$ cat config.mk
export PLATFORM = sky130hd
export DESIGN_NAME = common_crc5_serial
export DESIGN_NICKNAME = d
export VERILOG_FILES = /design/src/rtl/w_icons_pkg.sv /design/src/rtl/common_crc5_serial.sv
export SDC_FILE = /design/constraint.sdc
export NUM_CORES = 1
export LEC_CHECK = 0
export ABC_AREA = 0
export ABC_CLOCK_PERIOD_IN_PS = 1200
export CORE_AREA = 2 2 39 41
export DETAILED_ROUTE_END_ITERATION = 8
export DIE_AREA = 0 0 41 43
export DONT_BUFFER_PORTS = 1
export PLACE_DENSITY_LB_ADDON = 0.12
export SYNTH_ARGS = -nofsm -noshare
export SYNTH_HDL_FRONTEND = slang
export SYNTH_SLANG_ARGS = --single-unit
$ cat constraint.sdc
create_clock -name clk -period 1.2 [get_ports clk]
set_clock_uncertainty 0.1 [all_clocks]
set_input_delay 0.24 -clock clk [delete_from_list [all_inputs] [get_ports clk]]
set_output_delay 0.24 -clock clk [all_outputs]
set_load 0.005 [all_outputs]
$ cat src/rtl/w_icons_pkg.sv
// Shared constants, FSM state type and CRC5 step function for the W_ICONS command path.
package w_icons_pkg;

  localparam int unsigned CMD_W   = 4;
  localparam int unsigned LOAD_W  = 32;
  localparam int unsigned CRC_W   = 5;
  localparam int unsigned FRAME_W = 41;

  localparam logic [4:0] CRC5_POLY = 5'h05;
  localparam logic [4:0] CRC5_INIT = 5'h1F;

  typedef enum logic [1:0] {
    StIdle,
    StShift,
    StCheck,
    StDrain
  } state_e;

  function automatic logic [4:0] crc5_step(input logic [4:0] crc, input logic bit_in);
    return {crc[3:0], 1'b0} ^ ((crc[4] ^ bit_in) ? CRC5_POLY : 5'h00);
  endfunction

endpackage

$ cat src/rtl/common_crc5_serial.sv
// Serial CRC5 (x^5+x^2+1), MSB first. init reseeds and, with en, folds in bit_in on the same edge.
module common_crc5_serial
  import w_icons_pkg::*;
(
  input  logic             clk,
  input  logic             reset_n,
  input  logic             init,
  input  logic             en,
  input  logic             bit_in,
  output logic [CRC_W-1:0] crc_o
);

  logic [CRC_W-1:0] crc_q, crc_d, base;

  always_comb begin
    base  = init ? CRC5_INIT : crc_q;
    crc_d = en ? crc5_step(base, bit_in) : base;
  end

  always_ff @(posedge clk or negedge reset_n) begin
    if (!reset_n) crc_q <= '0;
    else          crc_q <= crc_d;
  end

  assign crc_o = crc_q;

endmodule

# Yosys cells after proc, flatten, opt, wreduce, memory -nomap -nowiden
# Cells that the tools add are included.
# totals
output_inout_bits,5
latchBits,0
mem_count,0
romBits,0
regBits,5
ram_bits,0
word_cells,6
inputBits,5
# classes
eq_ne,0
n_reduce_logical,0
n_mux,3
n_mul,0
n_shift,0
bitwise,2
addsub,0
div,0
n_lt_le_gt_ge,0
# ops
op,count
5-bit 2-to-1 mux,2
5-bit by 3-bit bitwise XOR with 5-bit output,1
3-bit 2-to-1 mux,1
1-bit bitwise XOR,1

# Longest topological paths before layout
# Gate-level depths: netlist of run 1.
# logic_depth
word_depth,5
depth_mapped,4
depth_no_buf,3

# Worst setup path after synthesis of run 1
# OpenSTA, ideal clock, no wires.
# synth_timing
path_type,register to register
start,reg crc_q[4] (netlist: crc_o[4])
end,reg crc_q[2] (netlist: crc_o[2])
setup_ps,79
required_ps,1021
synth_period_minus_slack_ps,1051
arrival_ps,871
stages_incl_launch_ff,4
slack_ps,149
path_buffers,0
path_cell_list,dfrtp_1 > xor2_1 > a31oi_1 > a2bb2oi_1
# synth_between
elab_chain_len,5
# synth_lines
item,line,text
start: declaration,common_crc5_serial.sv:13,"logic [CRC_W-1:0] crc_q, crc_d, base;"
start signal: assignment,common_crc5_serial.sv:22,else crc_q <= crc_d;
5-bit 2-to-1 mux,common_crc5_serial.sv:16,base = init ? CRC5_INIT : crc_q;
1-bit bitwise XOR,w_icons_pkg.sv:20,"return {crc[3:0], 1'b0} ^ ((crc[4] ^ bit_in) ? CRC5_POLY : 5'h00);"
3-bit 2-to-1 mux,w_icons_pkg.sv:20,
5-bit by 3-bit bitwise XOR with 5-bit output,w_icons_pkg.sv:20,
5-bit 2-to-1 mux,common_crc5_serial.sv:17,"crc_d = en ? crc5_step(base, bit_in) : base;"
named net crc_d[2],common_crc5_serial.sv:13,
# The timed path passes the listed nets, and every way through them passes these cells.

# Worst setup path after layout of run 1
# Same ends and word-level chain as after synthesis.

==> results of run 1 <==
cell usage in the layout, fill, tap and decap left out:
cell / Yosys / layout
sky130_fd_sc_hd__clkbuf_4: 0 / 3
sky130_fd_sc_hd__o21a_1: 1 / 1
sky130_fd_sc_hd__a211o_1: 3 / 3
sky130_fd_sc_hd__and2b_1: 1 / 1
sky130_fd_sc_hd__clkbuf_1: 0 / 1
sky130_fd_sc_hd__nor2_1: 3 / 3
sky130_fd_sc_hd__dfrtp_1: 5 / 5
sky130_fd_sc_hd__nor2b_1: 3 / 3
sky130_fd_sc_hd__xor2_1: 1 / 1
sky130_fd_sc_hd__a31oi_1: 1 / 1
sky130_fd_sc_hd__a21oi_1: 1 / 1
sky130_fd_sc_hd__a2bb2oi_1: 1 / 1
sky130_fd_sc_hd__nand2b_1: 1 / 1
sky130_fd_sc_hd__o211ai_1: 1 / 1
sky130_fd_sc_hd__dlygate4sd3_1: 0 / 3
synth_stat cells:
cell                        count
sky130_fd_sc_hd__a211o_1        3
sky130_fd_sc_hd__a21oi_1        1
sky130_fd_sc_hd__a2bb2oi_1      1
sky130_fd_sc_hd__a31oi_1        1
sky130_fd_sc_hd__and2b_1        1
sky130_fd_sc_hd__buf_6          1
sky130_fd_sc_hd__dfrtp_1        5
sky130_fd_sc_hd__nand2b_1       1
sky130_fd_sc_hd__nor2_1         3
sky130_fd_sc_hd__nor2b_1        3
sky130_fd_sc_hd__o211ai_1       1
sky130_fd_sc_hd__o21a_1         1
sky130_fd_sc_hd__xor2_1         1
cell families after synthesis:
| group | Yosys count |
|---|---|
| XOR/XNOR | 1 |
| AND/OR/NAND/NOR | 8 |
| buffers and inverters | 1 |
| flip-flops | 5 |
| AO/OA/AOI/OAI | 8 |
per-layer routing:
metal,routed length [µm],global-route usage (%)
met5,0,0
met4,0,4.00
met3,61,6.81
met2,257,10.6
met1,264,10.1
power by group:
part           switching, µW  internal, µW  leakage [µW]
combinational           17.7          28.1     0.0000514
clock                   68.6           126     0.0000150
sequential              15.7           183     0.0000508
layout make-up:
type | count | area share (%)
sequential | 5 | 39.7
tap | 16 | 6.35
multi-input combinational | 17 | 36.1
clock buffer | 4 | 8.33
timing repair buffer | 3 | 9.52
path summary, 6_finish.rpt:
path                       cells after the start  endpoint  slack (ns)      from
max                                            3  crc_o[2]        0.07  crc_o[4]
min                                            1  crc_o[3]        0.03        en
max reg2reg                                    3  crc_o[2]        0.07  crc_o[4]
min reg2reg                                    1  crc_o[4]        0.46  crc_o[3]
max in group asynchronous                      1  crc_o[1]        0.60   reset_n
min in group asynchronous                      1  crc_o[3]        0.19   reset_n
worst reg2reg max path, stage by stage (launching register included):
cell and delay (ns):
sky130_fd_sc_hd__dfrtp_1 0.43, sky130_fd_sc_hd__xor2_1 0.18, sky130_fd_sc_hd__a31oi_1 0.18, sky130_fd_sc_hd__a2bb2oi_1 0.17
per-stage QoR:
| step | utilization (%) | cell area [µm²] |
|---|---|---|
| finish | 22.8 | 315 |
| global route | 22.8 | 315 |
| CTS | 22.1 | 305 |
| detailed placement | 18.7 | 259 |
| global placement | 18.7 | 259 |
| floorplan | - | 250 |
repair_timing:
action                    CTS  global route
hold endpoints to repair    6             2
hold buffers                2             1
gates resized for setup     0             0
==> metrics.cfg, run 1 <==
[yosys]
synth-compound-area-share_pct=24.5
synth_area_per_cell_um2=10.9
yosysSeqAreaShare_pct=50.0
synth.area.mux_share_pct=0
yosys.area.top_type=sky130_fd_sc_hd__dfrtp_1
post_synth_num_cell_types=13
yosys.area_share.xor_xnor_pct=3.50
post_synth_fa_ha_maj_area_fraction_pct=0
syn-cell-area_um2=250
synthDominantCellAreaShare_pct=50.0
postSynthCellCount=23
synth-warning-count=0
synth_top_cells_by_area=sky130_fd_sc_hd__dfrtp_1 50%, sky130_fd_sc_hd__a211o_1 10%, sky130_fd_sc_hd__nor2b_1 7.5%
ys_ff_latch=5
syn_nets=28
synth_top_family_by_area=compound AO/OA/AOI/OAI gates
simple_gate_portion_of_the_synthesized_area_pct=17.5

[worst_setup_path]
crit_path_top_delay_cell=sky130_fd_sc_hd__dfrtp_1
crit_buf_inv=0
critical_path_class=flop to flop
path_max_fanout=5
worstPathCellList=xor2_1, a31oi_1, a2bb2oi_1
endpoint_kind=flop
critical_path_arrival_ns=1.19
critPathTopFamily=flip-flops
worst_path_largest_cell_delay_ns=0.43
startpoint_type=flop
worst_ep_required_time_ns=1.26

[clock_tree]
number_of_buffers_created_by_cts=3
clock_latency_late_sink_ns=0.24
post_cts_buffers=0
root_buffer=sky130_fd_sc_hd__clkbuf_4
cts.sink_count=5
tritoncts_clock_tree=built
max-clock-path-buffers=2
clkTransAtPathRegs_ns=0.05
ctsHtreeMaxLevel=1

[timing]
tightest_slew_ns=0.241
post-route-worst-setup-slack_ns=0.0715
fin_worst_hold_slack_ns=0.0263
timing_hold_violations_final=0
rsz_0062_raised_after_global_routing=no
setup_viol=0
max_clock_freq_ghz=0.886
period_needed_ns=1.13
setup_total_negative_slack_ns=0
fin_crit_sh_pct=94.0
worst_slew_margin_rel_pct=83.9
report.final.slew_viol_count=0

[die]
core_footprint_mm2=0.00138
fp.dieH_um=43
die-area_mm2=0.00176
floorplan.die.width_um=41
io_pins=10
row_count=14
floorplan.initialDensity_pct=18.1

[flow_run]
cap_violations=0

[global_routing]
grt_antenna_before_repair=0
total_routing_usage_reported_by_global_routing_pct=8.46
maximum_number_of_pins_on_one_net_before_global_route_repair=13
vias_in_the_first_global_route=216
grt-ovfl-total=0
grt_first_pass_wirelength_um=938

[power_and_ir_drop]
power_leakage_uw=0.000117
power_uw=439
max-vdd-ir-drop_v=0.000397
power.density_cell_area_mw_per_mm2=1390

[finish]
antennaDiodeCount=0
share_of_final_layout_standard_cells_stronger_than_drive_strength_1_pct=10.3
layout.cells.non_filler=45
fin_nets=35
final.fill_count=153
final-seq-area_um2=125
area_delta_synth_final_pct=26.0
multi_input_comb_area_um2=114
largest_register_ffs=5

[routing]
detailroute.via_count=197
post_drt_wl_per_cell_um=13.0
avgViaCountPerCell=4.38
drt-pass1-iter-count=2
drt-total-wl_um=583
drt.antenna.violating_nets=0
detail_route.drc_violations=0
drtIter0Drc=4

[place]
place_inst=38
io_buffers=0
placement.setup.worst_slack_ns=0.0500
gp_routability_congestion=0.616

[status]
outcome=complete, no violations

[hold_path]
hold_class=input port to flop

(Power assumes the default switching activity.)
==> run 2, diff against run 1 <==
Settings changed: CORE_AREA 2 2 39 41 to 5 5 42 44, DIE_AREA 0 0 41 43 to 0 0 47 49.
==> metrics.cfg, run 2 (synthesis results as in run 1) <==
[worst_setup_path]
critical_path_class=flop to primary output
cp_num_cells=1  ; -2
worstPathCellList=buf_4
critPathTopFamily=flip-flops
regToRegStartpoint=crc_o[1]
crit_path_top_delay_cell=sky130_fd_sc_hd__dfrtp_1
critical_path.startpoint=crc_o[4]
r2r.worst_path.cells=3  ; unchanged
worst_path_largest_cell_delay_ns=0.39  ; -0.04 ns
worst_ep_required_time_ns=0.86  ; -0.40 ns
crit_buf_inv=1  ; +1
critical_path_arrival_ns=0.78  ; -0.41 ns
startpoint_type=flop
endpoint_kind=primary output
path_max_fanout=3  ; -2

[global_routing]
grt_first_pass_wirelength_um=938  ; unchanged
maximum_number_of_pins_on_one_net_before_global_route_repair=13  ; unchanged
grt-ovfl-total=0  ; unchanged
total_routing_usage_reported_by_global_routing_pct=5.95  ; -2.5 points
grt_antenna_before_repair=0  ; unchanged
vias_in_the_first_global_route=208  ; -3.7%

[power_and_ir_drop]
power_leakage_uw=0.000122  ; +4.4%
power_uw=438  ; -0.17%
max-vdd-ir-drop_v=0.000450  ; +13%
power.density_cell_area_mw_per_mm2=1330  ; -4.3%

[timing]
max_clock_freq_ghz=0.891  ; +0.55%
timing_hold_violations_final=0  ; unchanged
fin_crit_sh_pct=93.5  ; -0.51 points
setup_viol=0  ; unchanged
tightest_slew_ns=0.218  ; -0.0233 ns
period_needed_ns=1.12  ; -0.00616 ns
report.final.slew_viol_count=0  ; unchanged
rsz_0062_raised_after_global_routing=no
setup_total_negative_slack_ns=0  ; unchanged
fin_worst_hold_slack_ns=0.0113  ; -0.0149 ns
post-route-worst-setup-slack_ns=0.0777  ; +0.00616 ns
worst_slew_margin_rel_pct=85.4  ; +1.6 points

[hold_path]
min-delay-start=init
hold_class=input port to flop
min_delay_path_depth=1  ; unchanged

[routing]
detailroute.via_count=188  ; -4.6%
detail_route.drc_violations=0  ; unchanged
drt-total-wl_um=575  ; -1.4%
drtIter0Drc=0  ; -4
avgViaCountPerCell=4.09  ; -6.6%
drt.antenna.violating_nets=0  ; unchanged
post_drt_wl_per_cell_um=12.5  ; -3.5%
drt-pass1-iter-count=1  ; -1

[finish]
final-seq-area_um2=125  ; unchanged
largest_register_ffs=5  ; unchanged
share_of_final_layout_standard_cells_stronger_than_drive_strength_1_pct=16.7  ; +6.3 points
final.fill_count=161  ; +5.2%
area_delta_synth_final_pct=31.5
multi_input_comb_area_um2=120  ; +5.5%
antennaDiodeCount=0  ; unchanged
final_common_cell=sky130_fd_sc_hd__dfrtp_1
post-route-util_pct=23.5  ; +0.70 points
fin_nets=36  ; +2.9%

[clock_tree]
max-clock-path-buffers=2  ; unchanged
clock_latency_late_sink_ns=0.24  ; about the same
ctsHtreeMaxLevel=1  ; unchanged
tritoncts_clock_tree=built
clkTransAtPathRegs_ns=0.04  ; about the same
post_cts_buffers=0  ; unchanged
number_of_buffers_created_by_cts=3  ; unchanged
cts.sink_count=5  ; unchanged
root_buffer=sky130_fd_sc_hd__clkbuf_4

[place]
io_buffers=0  ; unchanged
gp_routability_congestion=0.606  ; -1.6%
placement.setup.worst_slack_ns=0.0217  ; -0.0283 ns

[die]
io_pins=10  ; unchanged
floorplan.die.width_um=47  ; +15%
floorplan.initialDensity_pct=17.9  ; -0.23 points
die-area_mm2=0.00230  ; +31%
row_count=14  ; unchanged
core_footprint_mm2=0.00140  ; +1.3%
fp.dieH_um=49  ; +14%

[status]
outcome=complete, no violations

[flow_run]
cap_violations=0  ; unchanged

## run 2: cell types whose count changed in the layout (fill, tap and decap cells not counted), sizes merged
cell / previous run / this run
buf: 0 / 1
## run 2: path summary, 6_finish.rpt
| path | to | slack (ns) |
|---|---|---|
| max | crc_o[4] | 0.08 |
| min in group asynchronous | crc_o[2] | 0.19 |
| max reg2reg | crc_o[2] | 0.09 |
| min reg2reg | crc_o[4] | 0.44 |
| max in group asynchronous | crc_o[1] | 0.63 |
| min | crc_o[1] | 0.01 |
## run 2: final cells by class
cell class,count,share of cell area (%)
well taps,16,6.08
repair buffers,4,11.4
flip-flops and latches,5,38.0
clock buffers,4,7.98
multi-input cells,17,36.5
## run 2: metrics by stage
step,cell area (µm²),cells
2_1_floorplan,250,23
3_3_place_gp,267,39
3_5_place_dp,267,39
4_1_cts,323,46
5_1_grt,329,46
6_report,329,46
## run 2: where the power goes
group          switching (µW)  internal [µW]
Clock                    61.2            125
Combinational            21.8           32.9
Sequential               13.8            183
Total                    96.8            341
## run 2: routing by layer
metal	GRT usage (%)	vias to the layer above	part of all wire, %
li1	-	95	-
met1	7.16	84	44
met2	7.47	7	43
met3	2.58	2	10
met4	5.53	0	2.6
met5	0	-	0
## run 2: repair_timing
item / 4_1_cts / 5_1_grt
endpoints found under the setup margin: 0 / 1
gates resized for setup: 0 / 1
hold buffers: 3 / 0
hold endpoints to repair: 6 / 0
